==> src/rtl/reservation_station_ooo_if.sv <==
// reservation_station_ooo_if: dispatch, wakeup, issue and status bundle for the reservation station
interface reservation_station_ooo_if #(
  parameter int XLEN     = 32,
  parameter int RS_DEPTH = 8,
  parameter int ROB_W    = 4,
  parameter int NUM_CDB  = 2,
  parameter int OP_W     = 5
);
  localparam int CW = $clog2(RS_DEPTH + 1);
  logic                    rdy;
  logic                    flush;
  logic                    disp_valid;
  logic [OP_W-1:0]         disp_op;
  logic [ROB_W-1:0]        disp_id;
  logic                    disp_q1_wait;
  logic [ROB_W-1:0]        disp_q1;
  logic [XLEN-1:0]         disp_v1;
  logic                    disp_q2_wait;
  logic [ROB_W-1:0]        disp_q2;
  logic [XLEN-1:0]         disp_v2;
  logic [ROB_W-1:0]        rob_head;
  logic [NUM_CDB-1:0]      cdb_valid;
  logic [NUM_CDB*ROB_W-1:0] cdb_id;
  logic [NUM_CDB*XLEN-1:0] cdb_val;
  logic                    rs_full;
  logic [CW-1:0]           rs_count;
  logic                    iss_valid;
  logic                    iss_ready;
  logic [OP_W-1:0]         iss_op;
  logic [XLEN-1:0]         iss_val1;
  logic [XLEN-1:0]         iss_val2;
  logic [ROB_W-1:0]        iss_id;
  modport master (
    output rdy, flush, disp_valid, disp_op, disp_id, disp_q1_wait, disp_q1, disp_v1,
           disp_q2_wait, disp_q2, disp_v2, rob_head, cdb_valid, cdb_id, cdb_val, iss_ready,
    input  rs_full, rs_count, iss_valid, iss_op, iss_val1, iss_val2, iss_id
  );
  modport slave (
    input  rdy, flush, disp_valid, disp_op, disp_id, disp_q1_wait, disp_q1, disp_v1,
           disp_q2_wait, disp_q2, disp_v2, rob_head, cdb_valid, cdb_id, cdb_val, iss_ready,
    output rs_full, rs_count, iss_valid, iss_op, iss_val1, iss_val2, iss_id
  );
endinterface

==> src/rtl/reservation_station_ooo.sv <==
// reservation_station_ooo: age-ordered ALU reservation station with CDB wakeup and registered issue
module reservation_station_ooo #(
  parameter int XLEN     = 32,
  parameter int RS_DEPTH = 8,
  parameter int ROB_W    = 4,
  parameter int NUM_CDB  = 2,
  parameter int OP_W     = 5
) (
  input logic clk,
  input logic rst,
  reservation_station_ooo_if.slave bus
);
  localparam int IW = $clog2(RS_DEPTH);
  localparam int CW = $clog2(RS_DEPTH + 1);
  logic             vld_q [RS_DEPTH];
  logic [OP_W-1:0]  op_q  [RS_DEPTH];
  logic [ROB_W-1:0] id_q  [RS_DEPTH];
  logic [ROB_W-1:0] t1_q  [RS_DEPTH];
  logic [ROB_W-1:0] t2_q  [RS_DEPTH];
  logic             r1_q  [RS_DEPTH];
  logic             r2_q  [RS_DEPTH];
  logic [XLEN-1:0]  v1_q  [RS_DEPTH];
  logic [XLEN-1:0]  v2_q  [RS_DEPTH];
  logic             iss_valid_q;
  logic [OP_W-1:0]  iss_op_q;
  logic [XLEN-1:0]  iss_val1_q;
  logic [XLEN-1:0]  iss_val2_q;
  logic [ROB_W-1:0] iss_id_q;
  logic [XLEN:0]    wk1 [RS_DEPTH];
  logic [XLEN:0]    wk2 [RS_DEPTH];
  logic [XLEN:0]    byp1;
  logic [XLEN:0]    byp2;
  logic [CW-1:0]    cnt;
  logic [IW-1:0]    free_idx;
  logic [IW-1:0]    sel_idx;
  logic [ROB_W-1:0] best_age;
  logic             any_rdy;
  logic             full;
  logic             disp_ok;
  logic             load;
  logic             issue;

  // {hit, value} of the lowest-numbered broadcast channel carrying tag
  function automatic logic [XLEN:0] snoop(
    input logic [ROB_W-1:0]         tag,
    input logic [NUM_CDB-1:0]       cv,
    input logic [NUM_CDB*ROB_W-1:0] cid,
    input logic [NUM_CDB*XLEN-1:0]  cval
  );
    logic [XLEN:0] r;
    r = '0;
    for (int k = NUM_CDB - 1; k >= 0; k--)
      if (cv[k] && cid[k*ROB_W +: ROB_W] == tag) r = {1'b1, cval[k*XLEN +: XLEN]};
    return r;
  endfunction

  // Occupancy, lowest free slot and oldest ready entry, all from registered state
  always_comb begin
    logic [ROB_W-1:0] age;
    age      = '0;
    cnt      = '0;
    free_idx = '0;
    sel_idx  = '0;
    best_age = '0;
    any_rdy  = 1'b0;
    for (int i = RS_DEPTH - 1; i >= 0; i--)
      if (!vld_q[i]) free_idx = IW'(i);
    for (int i = 0; i < RS_DEPTH; i++) begin
      cnt = cnt + CW'(vld_q[i]);
      age = id_q[i] - bus.rob_head;
      if (vld_q[i] && r1_q[i] && r2_q[i] && (!any_rdy || age < best_age)) begin
        any_rdy  = 1'b1;
        sel_idx  = IW'(i);
        best_age = age;
      end
    end
  end

  // Per-entry wakeup matches and same-cycle dispatch bypass
  always_comb begin
    for (int i = 0; i < RS_DEPTH; i++) begin
      wk1[i] = snoop(t1_q[i], bus.cdb_valid, bus.cdb_id, bus.cdb_val);
      wk2[i] = snoop(t2_q[i], bus.cdb_valid, bus.cdb_id, bus.cdb_val);
    end
    byp1 = snoop(bus.disp_q1, bus.cdb_valid, bus.cdb_id, bus.cdb_val);
    byp2 = snoop(bus.disp_q2, bus.cdb_valid, bus.cdb_id, bus.cdb_val);
  end

  assign full    = cnt == CW'(RS_DEPTH);
  assign disp_ok = bus.disp_valid && !full;
  assign load    = !iss_valid_q || bus.iss_ready;
  assign issue   = load && any_rdy;

  // Entry array and issue register update: rst > flush > wakeup/issue/dispatch
  always_ff @(posedge clk) begin
    if (rst) begin
      for (int i = 0; i < RS_DEPTH; i++) vld_q[i] <= 1'b0;
      iss_valid_q <= 1'b0;
      iss_op_q    <= '0;
      iss_val1_q  <= '0;
      iss_val2_q  <= '0;
      iss_id_q    <= '0;
    end else if (bus.rdy) begin
      if (bus.flush) begin
        for (int i = 0; i < RS_DEPTH; i++) vld_q[i] <= 1'b0;
        iss_valid_q <= 1'b0;
      end else begin
        for (int i = 0; i < RS_DEPTH; i++) begin
          if (vld_q[i] && !r1_q[i] && wk1[i][XLEN]) begin
            r1_q[i] <= 1'b1;
            v1_q[i] <= wk1[i][XLEN-1:0];
          end
          if (vld_q[i] && !r2_q[i] && wk2[i][XLEN]) begin
            r2_q[i] <= 1'b1;
            v2_q[i] <= wk2[i][XLEN-1:0];
          end
        end
        if (issue) vld_q[sel_idx] <= 1'b0;
        if (disp_ok) begin
          vld_q[free_idx] <= 1'b1;
          op_q[free_idx]  <= bus.disp_op;
          id_q[free_idx]  <= bus.disp_id;
          t1_q[free_idx]  <= bus.disp_q1;
          t2_q[free_idx]  <= bus.disp_q2;
          r1_q[free_idx]  <= !bus.disp_q1_wait || byp1[XLEN];
          r2_q[free_idx]  <= !bus.disp_q2_wait || byp2[XLEN];
          v1_q[free_idx]  <= bus.disp_q1_wait ? byp1[XLEN-1:0] : bus.disp_v1;
          v2_q[free_idx]  <= bus.disp_q2_wait ? byp2[XLEN-1:0] : bus.disp_v2;
        end
        if (load) iss_valid_q <= any_rdy;
        if (issue) begin
          iss_op_q   <= op_q[sel_idx];
          iss_val1_q <= v1_q[sel_idx];
          iss_val2_q <= v2_q[sel_idx];
          iss_id_q   <= id_q[sel_idx];
        end
      end
    end
  end

  assign bus.rs_full   = full;
  assign bus.rs_count  = cnt;
  assign bus.iss_valid = iss_valid_q;
  assign bus.iss_op    = iss_op_q;
  assign bus.iss_val1  = iss_val1_q;
  assign bus.iss_val2  = iss_val2_q;
  assign bus.iss_id    = iss_id_q;
endmodule

==> src/flat_wrapper.sv <==
// flat-port wrapper written by rule: the top's interface ports become plain ports
module reservation_station_ooo_flat 
#(
  parameter int XLEN     = 32,
  parameter int RS_DEPTH = 8,
  parameter int ROB_W    = 4,
  parameter int NUM_CDB  = 2,
  parameter int OP_W     = 5
)
  (clk, rst, bus_rdy, bus_flush, bus_disp_valid, bus_disp_op, bus_disp_id, bus_disp_q1_wait, bus_disp_q1, bus_disp_v1, bus_disp_q2_wait, bus_disp_q2, bus_disp_v2, bus_rob_head, bus_cdb_valid, bus_cdb_id, bus_cdb_val, bus_iss_ready, bus_rs_full, bus_rs_count, bus_iss_valid, bus_iss_op, bus_iss_val1, bus_iss_val2, bus_iss_id);
  reservation_station_ooo_if #(.XLEN(XLEN), .RS_DEPTH(RS_DEPTH), .ROB_W(ROB_W), .NUM_CDB(NUM_CDB), .OP_W(OP_W)) bus_i ();
  input logic clk;
  input logic rst;
  input wire logic [$bits(bus_i.rdy)-1:0] bus_rdy;
  input wire logic [$bits(bus_i.flush)-1:0] bus_flush;
  input wire logic [$bits(bus_i.disp_valid)-1:0] bus_disp_valid;
  input wire logic [$bits(bus_i.disp_op)-1:0] bus_disp_op;
  input wire logic [$bits(bus_i.disp_id)-1:0] bus_disp_id;
  input wire logic [$bits(bus_i.disp_q1_wait)-1:0] bus_disp_q1_wait;
  input wire logic [$bits(bus_i.disp_q1)-1:0] bus_disp_q1;
  input wire logic [$bits(bus_i.disp_v1)-1:0] bus_disp_v1;
  input wire logic [$bits(bus_i.disp_q2_wait)-1:0] bus_disp_q2_wait;
  input wire logic [$bits(bus_i.disp_q2)-1:0] bus_disp_q2;
  input wire logic [$bits(bus_i.disp_v2)-1:0] bus_disp_v2;
  input wire logic [$bits(bus_i.rob_head)-1:0] bus_rob_head;
  input wire logic [$bits(bus_i.cdb_valid)-1:0] bus_cdb_valid;
  input wire logic [$bits(bus_i.cdb_id)-1:0] bus_cdb_id;
  input wire logic [$bits(bus_i.cdb_val)-1:0] bus_cdb_val;
  input wire logic [$bits(bus_i.iss_ready)-1:0] bus_iss_ready;
  output wire logic [$bits(bus_i.rs_full)-1:0] bus_rs_full;
  output wire logic [$bits(bus_i.rs_count)-1:0] bus_rs_count;
  output wire logic [$bits(bus_i.iss_valid)-1:0] bus_iss_valid;
  output wire logic [$bits(bus_i.iss_op)-1:0] bus_iss_op;
  output wire logic [$bits(bus_i.iss_val1)-1:0] bus_iss_val1;
  output wire logic [$bits(bus_i.iss_val2)-1:0] bus_iss_val2;
  output wire logic [$bits(bus_i.iss_id)-1:0] bus_iss_id;
  assign bus_i.rdy = bus_rdy;
  assign bus_i.flush = bus_flush;
  assign bus_i.disp_valid = bus_disp_valid;
  assign bus_i.disp_op = bus_disp_op;
  assign bus_i.disp_id = bus_disp_id;
  assign bus_i.disp_q1_wait = bus_disp_q1_wait;
  assign bus_i.disp_q1 = bus_disp_q1;
  assign bus_i.disp_v1 = bus_disp_v1;
  assign bus_i.disp_q2_wait = bus_disp_q2_wait;
  assign bus_i.disp_q2 = bus_disp_q2;
  assign bus_i.disp_v2 = bus_disp_v2;
  assign bus_i.rob_head = bus_rob_head;
  assign bus_i.cdb_valid = bus_cdb_valid;
  assign bus_i.cdb_id = bus_cdb_id;
  assign bus_i.cdb_val = bus_cdb_val;
  assign bus_i.iss_ready = bus_iss_ready;
  assign bus_rs_full = bus_i.rs_full;
  assign bus_rs_count = bus_i.rs_count;
  assign bus_iss_valid = bus_i.iss_valid;
  assign bus_iss_op = bus_i.iss_op;
  assign bus_iss_val1 = bus_i.iss_val1;
  assign bus_iss_val2 = bus_i.iss_val2;
  assign bus_iss_id = bus_i.iss_id;
  reservation_station_ooo #(.XLEN(XLEN), .RS_DEPTH(RS_DEPTH), .ROB_W(ROB_W), .NUM_CDB(NUM_CDB), .OP_W(OP_W)) u_core (.clk(clk), .rst(rst), .bus(bus_i));
endmodule
==> config.mk <==
export PLATFORM = sky130hd
export DESIGN_NAME = reservation_station_ooo_flat
export DESIGN_NICKNAME = d
export VERILOG_FILES = /design/src/rtl/reservation_station_ooo_if.sv /design/src/rtl/reservation_station_ooo.sv /design/src/flat_wrapper.sv
export SDC_FILE = /design/constraint.sdc
export NUM_CORES = 2
export LEC_CHECK = 0
export CORE_MARGIN = 4
export CORE_UTILIZATION = 47
export DETAILED_ROUTE_END_ITERATION = 16
export PLACE_DENSITY = 0.65
export SYNTH_ARGS = -nofsm -noshare
export SYNTH_HDL_FRONTEND = slang
export SYNTH_SLANG_ARGS = --single-unit
export TNS_END_PERCENT = 1
==> constraint.sdc <==
create_clock -name clk -period 14.35 [get_ports clk]
set_clock_uncertainty 0.2 [all_clocks]
set_input_delay 2.87 -clock clk [delete_from_list [all_inputs] [get_ports clk]]
set_output_delay 2.87 -clock clk [all_outputs]
set_load 0.01 [all_outputs]
==> metrics.txt <==
status=finished clean; P_leak=between 15 and 20 nW; placeable core area=slightly below 100000 sq um; Hold Path Stages=1; register area share after synthesis=between 40% and 50%; crit end category=flop; CTS tree=done; nets@finish=around 4800; First-pass DRT Iterations=6; largest delay contributor family on the critical path=compound AO/OA/AOI/OAI gates; ANT nets after route=0; Routed WL=around 190000 um; Post-DP Area=50500 sq um; Async SR Flop Fraction=0%; Mapped Area=45700 sq um; crit start category=primary input; initial core utilization=between 40% and 50%; Tcrit/Tclk final=a little over nine tenths; first-pass GRT wire length=267000 um; Max Fclk=just over 70 MHz; WP data required=14.66 ns; Detailed Place HPWL=106000 um; Reg power frac=around 46%; worst min-delay path category=reg -> reg; I/O pins=246; Die W=320 um; met2 wire len=between 70000 and 80000 um; Slew headroom=roughly 17%; Sw Pwr=0.00127 W; clock latency on the worst-skew pair=roughly 0.65 ns; die area=around 100000 sq um; Seq cells post-synth=roughly 750; max incr delay on CP=approximately 0.5 ns; H-tree levels=3; CP dominant cell by count=ha_1; Worst Hold End=u_core.bus.iss_valid$_SDFFE_PP0P_; Inserted Clock Buffers=86; Hold WS=about 0.32 ns; R2R Path Start=u_core.id_q[0][0]$_DFFE_PP_; Final Hold Vio Count=0; wire length per cell=between 30 and 40 um; Slowest-stage cell, CP=clkdlybuf4s50_1; synthesis warning total=0; placed cell count=about 5700; proportion of layout cells with a drive suffix above 1=roughly an eighth; Internal=around 0.0038 W; clock group share of total power=approximately 44%; syn_area_per_cell=slightly above 10 sq um; CTS clk-pin slew, worst paths=0.06 ns; Worst-Margin Slew=around 1.2 ns; number of remaining DRC errors=0; final setup vio count=0; # rows=about 110; Yosys cell types=62; GP Congestion=approximately 0.9; Die Y=320 um; Worst EP arrival=between 10 and 15 ns; via count=between 40000 and 50000; Slew Limit Fails=0; count of input and output buffers=245; initial antenna violation count=12; CP bufs+invs=8; Non-Filler Instances=just under 6000; max layer used=met5; TNS Setup=0 ns; largest net degree at the start of global routing=between 90 and 100; Vias/cell=~7; initial DRC count=5534; Power Total=0.00509 W; most frequent cells in the layout=nand2_1 (857), edfxtp_1 (648), mux2i_1 (518); Switching Fraction=25.0%; Global Route Usage Sum=34.8%; synthesized net count=~4700; Post-synth EDFFs=648; worst hold start=u_core.bus.iss_valid$_SDFFE_PP0P_; root buf cell=clkbuf_16; CTS hold repair buffers=0; R2R cell count=between 50 and 60; Crit Path Class=in -> reg; Design Area, Final=between 50000 and 60000 sq um; clk sinks=approximately 750; Synth Flop Type=edfxtp_1; Combinational Power Share=between 10% and 20%; Reg2Reg Capture Point=u_core.bus.iss_val1[1]$_SDFFE_PP0P_; leading cell type in the layout, fill and taps excluded=nand2_1; Syn Inst Count=about 4500; met1 WL=slightly above 70000 um; Max Buffers Root-to-Sink=3; Critical Path Fanout Max=39; RSZ-0062 raised after global routing=true; worst vdd ir=about 100 uV; Worst R2R Setup Slack=roughly 2.7 ns; vias in the first global route=between 30000 and 40000; area delta synth->final=18.2%; total grt overflow=0; power density cells=around 94 nW/um^2; routed wl met3=24400 um; max_cap viols=0; post-route minimum period=14.02 ns
==> worst reg2reg max path, delay by kind of cell, from the launching register on <==
kind,cells,cell delay (ns)
compound gates,25,4.36
fa+ha+maj,9,2.64
simple gates,9,1.55
mux,5,1.53
buf+inv,8,0.88
flops,1,0.38
==> per-layer routing <==
layer	track usage [%]	vias to the layer above
li1	-	17000
met1	46.9	19600
met2	52.5	3040
met3	9.37	631
met4	16.4	10
met5	0	-
==> cells in the mapped netlist (all sizes together), types with 12 or more instances <==
library cell,instances,area (sq um)
and3,81,512
o32ai,12,105
a21oi,103,519
buf,44,230
ha,48,601
o21bai,74,556
xnor2,56,490
o21ai,21,105
o31ai,518,3890
dfxtp,98,1960
a21o,162,1220
nor2,95,357
clkbuf,480,1800
xor2,113,990
fa,12,240
nand2,859,3220
a211oi,77,578
edfxtp,648,19500
nor4,22,153
and4,72,631
inv,47,176
a41oi,74,813
a31oi,91,569
mux2i,518,5180
nor3,21,105
a22oi,64,480
nand3,17,85.1
==> cell families after synthesis <==
kind of cell	after synthesis	synth area share, %
compound gates	1238	20.1
mux	524	11.5
buf+inv	573	4.85
xor+xnor	169	3.24
flops	746	46.9
fa+ha+maj	60	1.84
simple gates	1197	11.5
==> power by group through the flow <==
stage | registers (W) | clock network (W) | logic (W)
finish | 0.00236 | 0.00223 | 0.000507
global route | 0.00236 | 0.00231 | 0.000533
CTS | 0.00236 | 0.00223 | 0.000486
detailed placement | 0.00240 | 0 | 0.000484
global placement | 0.00240 | 0 | 0.000477
floorplan | 0.00240 | 0 | 0.000269
==> flip-flops by register name, summed over array words and instances (netlist names) <==
name                  count
u_core.v1_q             256
u_core.v2_q             256
u_core.op_q              40
u_core.bus.iss_val1      32
u_core.bus.iss_val2      32
u_core.id_q              32
u_core.t1_q              32
u_core.t2_q              32
u_core.r1_q               8
u_core.r2_q               8
u_core.vld_q              8
u_core.bus.iss_op         5
u_core.bus.iss_id         4
u_core.bus.iss_valid      1
==> layout make-up <==
type | instances | area (sq um)
Clock inverter | 29 | 308
Clock buffer | 132 | 2490
Tap cell | 1276 | 1600
Antenna cell | 4 | 10.0
Timing Repair Buffer | 482 | 4600
Fill cell | 8188 | 42600
Multi-Input combinational cell | 3188 | 23400
Sequential cell | 746 | 21400
Inverter | 49 | 198
==> timing repair <==
| item | in CTS | in global routing |
|---|---|---|
| buffers inserted | 0 | 7 |
| setup endpoints to repair | 0 | 81 |
| resized for setup | 0 | 103 |
==> worst max path at each step <==
stage                     depth (start not counted)                                   end       startpoint  slack (ns)
after floorplan                                  58  u_core.bus.iss_val1[11]$_SDFFE_PP0P_  bus_rob_head[1]        0.03
after global placement                           55  u_core.bus.iss_val2[23]$_SDFFE_PP0P_  bus_rob_head[1]       -0.20
after detailed placement                         55  u_core.bus.iss_val2[14]$_SDFFE_PP0P_  bus_rob_head[1]       -0.46
after CTS                                        55  u_core.bus.iss_val2[14]$_SDFFE_PP0P_  bus_rob_head[1]        0.15
after global routing                             59  u_core.bus.iss_val2[29]$_SDFFE_PP0P_  bus_rob_head[1]       -0.16
final                                            55   u_core.bus.iss_val1[1]$_SDFFE_PP0P_  bus_rob_head[1]        0.33
==> per-stage QoR <==
step,util [%],setup slack (ns)
4_1_cts,55.2,0.147
3_3_place_gp,52.3,-0.203
6_report,55.9,0.330
5_1_grt,55.9,-0.163
3_5_place_dp,52.3,-0.458
2_1_floorplan,-,0.0304
No activity file was read; power rests on OpenSTA's default activity.
